===== src/rtl/uart_tx.sv =====
// uart_tx: asynchronous serial transmitter.
// Sends one frame per accepted request: a start bit, 8 data bits LSB first,
// an optional parity bit, then one stop bit. Each bit lasts uart_brr_i+1
// clock cycles. The divisor, data byte and parity settings are captured when
// the request is accepted, so later changes do not affect a frame in flight.
//
// Ports
//   clk_i         system clock, rising edge
//   rst_i         synchronous active-high reset
//   send_start_i  transmit request, level-sampled while idle
//   send_data_i   byte to transmit, captured in the accept cycle
//   uart_brr_i    baud divisor (bit period = value + 1 cycles)
//   uart_cr_i     control: [0] UE enable, [4] PCE parity enable, [5] PS odd parity
//   txd_o         serial line, idle high
//   busy_o        high while a frame is in progress
//   tc_o          one-cycle pulse when a frame completes normally
module uart_tx (
  input  logic        clk_i,
  input  logic        rst_i,
  input  logic        send_start_i,
  input  logic [7:0]  send_data_i,
  input  logic [15:0] uart_brr_i,
  input  logic [5:0]  uart_cr_i,
  output logic        txd_o,
  output logic        busy_o,
  output logic        tc_o
);

  localparam logic [2:0] S_IDLE   = 3'd0;
  localparam logic [2:0] S_START  = 3'd1;
  localparam logic [2:0] S_DATA   = 3'd2;
  localparam logic [2:0] S_PARITY = 3'd3;
  localparam logic [2:0] S_STOP   = 3'd4;

  logic [2:0]  state;
  logic [7:0]  shift;
  logic [15:0] brr;
  logic [15:0] baud_cnt;
  logic [2:0]  bit_cnt;
  logic        pce;
  logic        par_bit;
  logic        ue;
  logic        bit_end;
  logic        unused_cr;

  assign ue        = uart_cr_i[0];
  assign bit_end   = (baud_cnt == 16'd0);
  assign unused_cr = ^uart_cr_i[3:1];

  always_ff @(posedge clk_i) begin
    if (rst_i) begin
      state    <= S_IDLE;
      shift    <= 8'd0;
      brr      <= 16'd0;
      baud_cnt <= 16'd0;
      bit_cnt  <= 3'd0;
      pce      <= 1'b0;
      par_bit  <= 1'b0;
      txd_o    <= 1'b1;
      busy_o   <= 1'b0;
      tc_o     <= 1'b0;
    end else begin
      tc_o <= 1'b0;
      if (state != S_IDLE && !ue) begin
        // Transmitter disabled mid-frame: drop the frame silently.
        state    <= S_IDLE;
        baud_cnt <= 16'd0;
        bit_cnt  <= 3'd0;
        txd_o    <= 1'b1;
        busy_o   <= 1'b0;
      end else begin
        // The baud counter reloads at every bit boundary; the state case
        // below only acts on the boundary cycle.
        if (state != S_IDLE) begin
          baud_cnt <= bit_end ? brr : baud_cnt - 16'd1;
        end
        case (state)
          S_IDLE: begin
            txd_o  <= 1'b1;
            busy_o <= 1'b0;
            if (send_start_i && ue) begin
              shift    <= send_data_i;
              // Parity is resolved at accept time so PS is effectively latched.
              par_bit  <= (^send_data_i) ^ uart_cr_i[5];
              pce      <= uart_cr_i[4];
              brr      <= uart_brr_i;
              baud_cnt <= uart_brr_i;
              bit_cnt  <= 3'd0;
              state    <= S_START;
              txd_o    <= 1'b0;
              busy_o   <= 1'b1;
            end
          end
          S_START: begin
            if (bit_end) begin
              state <= S_DATA;
              txd_o <= shift[0];
              shift <= {1'b0, shift[7:1]};
            end
          end
          S_DATA: begin
            if (bit_end) begin
              if (bit_cnt == 3'd7) begin
                state <= pce ? S_PARITY : S_STOP;
                txd_o <= pce ? par_bit : 1'b1;
              end else begin
                bit_cnt <= bit_cnt + 3'd1;
                txd_o   <= shift[0];
                shift   <= {1'b0, shift[7:1]};
              end
            end
          end
          S_PARITY: begin
            if (bit_end) begin
              state <= S_STOP;
              txd_o <= 1'b1;
            end
          end
          S_STOP: begin
            if (bit_end) begin
              state  <= S_IDLE;
              txd_o  <= 1'b1;
              busy_o <= 1'b0;
              tc_o   <= 1'b1;
            end
          end
          default: begin
            state  <= S_IDLE;
            txd_o  <= 1'b1;
            busy_o <= 1'b0;
          end
        endcase
      end
    end
  end

endmodule

===== config.mk =====
export PLATFORM = sky130hd
export DESIGN_NAME = uart_tx
export DESIGN_NICKNAME = d
export VERILOG_FILES = /design/src/rtl/uart_tx.sv
export SDC_FILE = /design/constraint.sdc
export NUM_CORES = 1
export LEC_CHECK = 0
export BUFFER_PORTS_ARGS = -buffer_cell sky130_fd_sc_hd__buf_2
export CORE_UTILIZATION = 37
export CTS_CLUSTER_SIZE = 24
export DETAILED_ROUTE_END_ITERATION = 8
export GPL_TIMING_DRIVEN = 0
export SLEW_MARGIN = 20
export SYNTH_ARGS = -nofsm -noshare
export SYNTH_HDL_FRONTEND = slang
export SYNTH_SLANG_ARGS = --single-unit

===== constraint.sdc =====
create_clock -name clk_i -period 2.17 [get_ports clk_i]
set_input_delay 0.434 -clock clk_i [delete_from_list [all_inputs] [get_ports clk_i]]
set_output_delay 0.434 -clock clk_i [all_outputs]
set_load 0.05 [all_outputs]

==> reports/results.ini, run 1 <==
[synthesis]
ys_ff_latch = 51
netlist.area_leader.share_pct = 37.06
synth_common_cells = nand2_1, dfxtp_1, nor2_1, a21oi_1, o21ai_0
synth_edf_count = 0
async_flop_share_pct = 0
yosys_warnings = 0
synth-main-ff-cell = dfxtp_1
ys_top_cells_by_area = dfxtp_1, nand2_1, a21oi_1
synth.distinct_cells = 45
yosysMostFrequentCell = nand2_1
synthCells = 341
yosys.area.top_type = dfxtp_1
syn_nets = 378
yosysSeqAreaShare_pct = 37.06
syn_area_um2 = 2755
synth.avg_cell_area_um2 = 8.080

[power_and_ir_drop]
swShare_pct = 35.38
p_per_area_nw_per_um2 = 805.6
vdd.ir_drop.worst_v = 0.0002951
combPwrFrac_pct = 38.4
p_int_mw = 1.730
power.switching_mw = 0.9472
clock_power_share_pct = 21.4
seq_power_share_pct = 40.2
leakage_nw = 1.300

[placement]
hpwl_um = 5202
dpl_cell_area_um2 = 3055
io_buffers = 32
place_congestion = 0.8593

[floorplan]
initial_core_util_pct = 38.19
die_h_um = 88.29
die_w_um = 88.29
die-area_um2 = 7795
rows = 31
io_pins = 36
core_um2 = 7214

[status]
violations = negative setup slack
outcome = complete, but fails checks

[setup_path]
worstPathCellList = or4_4 > or4_4 > a21boi_4 > buf_4 > nor2_1 > a211oi_1
cp_slowest_stage_delay_ps = 610
worstPathRequired_ps = 2390
cpMostUsedCell = or4_4
critPathTopFamily = simple AND/OR/NAND/NOR gates
cp_slowest_cell = or4_4
end_kind = flip-flop
arrival_ps = 2410
critical_path_class = reg2reg
worst_setup_path_start_kind = flip-flop
cp.depth = 6
crit_fanout = 5
reg2reg_depth = 6
path_buf_inv = 1

[route]
routed-via-count = 2622
viasPerCell = 5.340
drc = 0
ant_nets = 0
wl_um = 7421
drtPass1Iterations = 5
wl_per_cell_um = 15.11
dr.first_iter.drc_count = 171

[clock_network]
cts_root_buf = clkbuf_8
cts_tree = done
cts.clk_slew.worst_paths_ps = 100
clk_path_buf_depth = 2
cts-buffers-inserted = 5
clock_latency_ps = 300
cts_sinks = 51
postCtsHoldBufs = 0
htreeDepth = 2

[run]
drv_cap = 0

[layout]
fin_nets = 429
diodes = 0
area_delta_synth_final_pct = 20.62
final_layout_size_suffix_gt1_share_pct = 24.49
final_area_um2 = 3323

[global_route]
grt_antenna_before_repair = 0
grt_max_degree = 15
grt-ovfl-total = 0
grtUsageTotal_pct = 19.85
grt_pass1_vias = 2460
grt_pass1_wl_um = 12020

[timing]
min_period_ps = 2185
rsz0062_at_grt = yes
setup_viol = 7
final.setup.tns_ps = -51.71
clock_skew_ps = 5.794
tightest_slew_ps = 663.3
max_freq_ghz = 0.4576
relSlewSlack_pct = 55.78
worst_slack_ps = -15.10
slew_violations = 0
finalCritPeriodShare_pct = 100.7
final-hold-violation-count = 0

[worst_hold_path]
hold_path.class = in2reg
holdPathStages = 3

-- layout by cell type (no fill, tap or decap), types with 4 or more instances in the layout --
| cell type | instances |
|---|---|
| o21ai_1 | 7 |
| o22ai_1 | 8 |
| a21oi_1 | 26 |
| dfxtp_2 | 7 |
| buf_4 | 11 |
| clkbuf_2 | 7 |
| a211oi_1 | 4 |
| nand2_1 | 54 |
| nor2b_1 | 4 |
| clkbuf_8 | 6 |
| nand3_1 | 8 |
| clkbuf_1 | 7 |
| nor2_1 | 33 |
| o32ai_1 | 8 |
| buf_6 | 4 |
| a22oi_1 | 17 |
| o21ai_0 | 11 |
| nand2b_1 | 5 |
| buf_2 | 33 |
| dfxtp_1 | 42 |
| nor3_1 | 6 |
| mux2i_1 | 13 |
| xnor2_1 | 10 |
| or4_4 | 4 |
-- what timing repair did --
item                       CTS  global route
setup endpoints to repair   48            50
hold endpoints to repair     0             0
gates cloned                 1             0
pin swaps                    6             8
setup buffers                7             6
resized for setup           28            17
-- state kept, by name, indices dropped and copies added (netlist names) --
register,cells
baud_cnt,16
pce,1
txd_o,1
brr,16
par_bit,1
bit_cnt,3
state,3
busy_o,1
shift,8
tc_o,1
-- kinds of logic after synthesis --
logic type / synth area share [%]
compound gates: 23.80
xor+xnor: 4.950
fa+ha+maj: 1.817
buf+inv: 3.860
flops: 37.06
mux: 4.723
simple gates: 23.80
-- tightest hold or removal path, delay by kind of cell --
| family | cells | cell delay (ps) |
|---|---|---|
| AND/OR/NAND/NOR | 1 | 50 |
| AO/OA/AOI/OAI | 1 | 50 |
| buffers and inverters | 1 | 110 |
-- cell type report --
type                    instances  area [µm²]
inverters                       4       17.52
well taps                      99       123.9
repair buffers                 46       270.3
clock inverters                 1       5.005
flip-flops and latches         51        1037
multi-input cells             266        1688
plain buffers                  18       98.84
fillers                       757        3891
clock buffers                   6       82.58
-- power groups by stage --
stage	logic [mW]	registers (mW)	clock network, mW
finish	1.03	1.08	0.573
global route	1.12	1.09	0.617
CTS	0.978	1.08	0.584
detailed placement	0.903	1.09	0
global placement	0.897	1.09	0
floorplan	0.684	1.09	0
-- metrics by stage --
step	setup WS (ps)	power, mW	util (%)	cells	hold WS (ps)
after floorplan	1.970	1.773	-	341	432.1
after global placement	-288.9	1.989	42.35	472	439.3
after detailed placement	-273.4	1.997	42.35	472	445.4
after CTS	-4.264	2.638	44.94	486	369.4
after global routing	-65.73	2.827	46.06	491	367.3
final	-15.10	2.677	46.06	491	371.5
-- per-layer routing --
layer	up-vias	wire [µm]	track usage (%)
met3	12	325	2.892
met2	79	3377	32.66
li1	1334	-	-
met1	1197	3590	26.92
met4	0	127	6.012
met5	-	0	0
-- path summary, 6_finish.rpt --
kind / startpoint / end / slack [ps]
max: baud_cnt[10] / shift[0] / -20
min: uart_brr_i[4] / brr[4] / 370
max reg2reg: baud_cnt[10] / shift[0] / -20
min reg2reg: brr[15] / brr[15] / 460
Power figures use the tool's default switching activity.
==> run 2: changes to the inputs <==
REMOVE_ABC_BUFFERS = 1   (was not set)
==> reports/results.ini, run 2 (synthesis gave the netlist of run 1 again) <==
[floorplan]
io_pins = 36  ; unchanged
die_h_um = 88.29  ; unchanged
die_w_um = 88.29  ; unchanged
initial_core_util_pct = 38.19  ; unchanged
rows = 31  ; unchanged
die-area_um2 = 7795  ; unchanged
core_um2 = 7214  ; unchanged

[placement]
placed_cells = 454  ; was 472
dpl_cell_area_um2 = 2998  ; was 3055 µm²
hpwl_um = 4505  ; was 5202 µm
io_buffers = 32  ; unchanged
place_congestion = 0.8085  ; was 0.8593

[timing]
worst_slack_ps = -22.65  ; was -15.10 ps
min_period_ps = 2193  ; was 2185 ps
final-hold-violation-count = 0  ; unchanged
relSlewSlack_pct = 55.06  ; was 55.78%
final.setup.tns_ps = -72.37  ; was -51.71 ps
setup_viol = 5  ; was 7
slew_violations = 0  ; unchanged
max_freq_ghz = 0.4561  ; was 0.4576 GHz
holdWs_ps = 359.1  ; was 371.5 ps
tightest_slew_ps = 674.0  ; was 663.3 ps
clock_skew_ps = 12.09  ; was 5.794 ps
rsz0062_at_grt = yes  ; unchanged
finalCritPeriodShare_pct = 101.0  ; was 100.7%

[layout]
final_area_um2 = 3435  ; was 3323 µm²
diodes = 0  ; unchanged
final_layout_size_suffix_gt1_share_pct = 27.68  ; was 24.49%
final-instance-count-excl-fill = 482  ; was 491
area_delta_synth_final_pct = 24.66  ; was 20.62%
mostFrequentLayoutCells = nand2_1, dfxtp_1, buf_2, nor2_1, a21oi_1  ; was nand2_1, dfxtp_1, nor2_1, buf_2, a21oi_1
fin_nets = 419  ; was 429
mostFrequentLayoutCell = nand2_1  ; unchanged
reg.largest.list = baud_cnt (16), brr (16), shift (8)  ; unchanged
nFillCells = 731  ; was 757

[power_and_ir_drop]
power.total_mw = 2.973  ; was 2.677 mW
swShare_pct = 33.69  ; was 35.38%
clock_power_share_pct = 26.9  ; was 21.4%
vdd.ir_drop.worst_v = 0.0004156  ; was 0.0002951 V
power.switching_mw = 1.002  ; was 0.9472 mW
leakage_nw = 1.321  ; was 1.300 nW
seq_power_share_pct = 36.5  ; was 40.2%
p_int_mw = 1.972  ; was 1.730 mW
combPwrFrac_pct = 36.5  ; was 38.4%
p_per_area_nw_per_um2 = 865.7  ; was 805.6 nW/µm²

[route]
dr.first_iter.drc_count = 313  ; was 171
routed-via-count = 2634  ; was 2,622
dr.max_layer_used = met4  ; unchanged
drt-met1-wl_um = 3505  ; was 3590 µm
wl_um = 7247  ; was 7421 µm
viasPerCell = 5.465  ; was 5.340
dr_wl_met3_um = 321  ; was 325 µm
drtPass1Iterations = 5  ; unchanged
ant_nets = 0  ; unchanged
wl_met2_um = 3349  ; was 3377 µm
drc = 0  ; unchanged
wl_per_cell_um = 15.04  ; was 15.11 µm

[global_route]
grtUsageTotal_pct = 19.53  ; was 19.85%
grt_max_degree = 30  ; was 15
grt-ovfl-total = 0  ; unchanged
grt_pass1_vias = 2343  ; was 2,460
grt_pass1_wl_um = 11870  ; was 12,020 µm
grt_antenna_before_repair = 0  ; unchanged

[setup_path]
reg2reg_depth = 6  ; unchanged
end_kind = flip-flop  ; unchanged
worst_setup_path_start_kind = flip-flop  ; unchanged
critical_path_class = reg2reg  ; unchanged
arrival_ps = 2420  ; was 2410 ps
worstPathRequired_ps = 2390  ; about the same
crit_fanout = 4  ; was 5

[clock_network]
cts.clk_slew.worst_paths_ps = 100  ; about the same
cts-buffers-inserted = 5  ; unchanged
cts_sinks = 51  ; unchanged
postCtsHoldBufs = 0  ; unchanged
clk_path_buf_depth = 2  ; unchanged
htreeDepth = 2  ; unchanged
clock_latency_ps = 310  ; was 300 ps
cts_tree = done  ; unchanged
cts_root_buf = clkbuf_8  ; unchanged

[worst_hold_path]
holdPathStages = 3  ; unchanged
hold_path.class = in2reg  ; unchanged

[status]
outcome = complete, but fails checks  ; unchanged
violations = negative setup slack  ; unchanged

[run]
drv_cap = 0  ; unchanged

==> run 2: changes by cell type in the layout (fill, tap and decap cells not counted), moves of 6 or more <==
cell,before,now
clkbuf_2,7,0
nor2_1,33,26
nor2_2,0,6
clkbuf_1,7,0
==> run 2: through the flow <==
stage | setup WS, ps | utilization, %
floorplan | -340.8 | -
global placement | -959.2 | 40.86
detailed placement | -813.9 | 41.55
CTS | 5.952 | 45.75
global route | -100.8 | 47.61
finish | -22.65 | 47.61
==> run 2: power groups by stage <==
stage	clock [mW]	combinational [mW]	sequential, mW
4_1_cts	0.821	0.991	1.08
3_5_place_dp	0	0.840	1.10
2_1_floorplan	0	0.615	1.09
6_report	0.800	1.09	1.09
3_3_place_gp	0	0.809	1.10
5_1_grt	0.850	1.19	1.10
==> run 2: final timing paths <==
kind	start	to	slack [ps]
worst min-delay path	uart_brr_i[14]	brr[14]	360
worst min register to register	brr[6]	brr[6]	460
worst max-delay path	baud_cnt[10]	baud_cnt[5]	-20
worst max register to register	baud_cnt[10]	baud_cnt[5]	-20
==> run 2: per-layer routing <==
| metal | global-route usage (%) | vias up |
|---|---|---|
| met2 | 31.61 | 81 |
| li1 | - | 1322 |
| met5 | 0 | - |
| met1 | 26.94 | 1221 |
| met4 | 4.839 | 0 |
| met3 | 3.545 | 10 |
==> run 2: final cells by class <==
type                            count  area, µm²  share of cell area, %
Clock buffer                        5      68.82                  2.004
Multi-Input combinational cell    267       1765                  51.40
Clock inverter                      3      67.56                  1.967
Inverter                            4      15.01                 0.4372
Timing Repair Buffer               53      357.8                  10.42
Sequential cell                    51       1036                  30.16
Tap cell                           99      123.9                  3.607
==> run 2: what timing repair did <==
item | 4_1_cts | 5_1_grt
resized for setup | 20 | 31
setup endpoints to repair | 33 | 32
pin swaps | 5 | 14
cloned | 2 | 0
setup buffers | 12 | 7
endpoints found under the hold margin | 0 | 0
==> run 2: critical path: stages, from the launching register on <==
cell	delay (ps)
dfxtp_2	340
or4_4	560
or3_4	380
nor4b_4	340
buf_4	200
nor2_1	60
o32ai_2	230
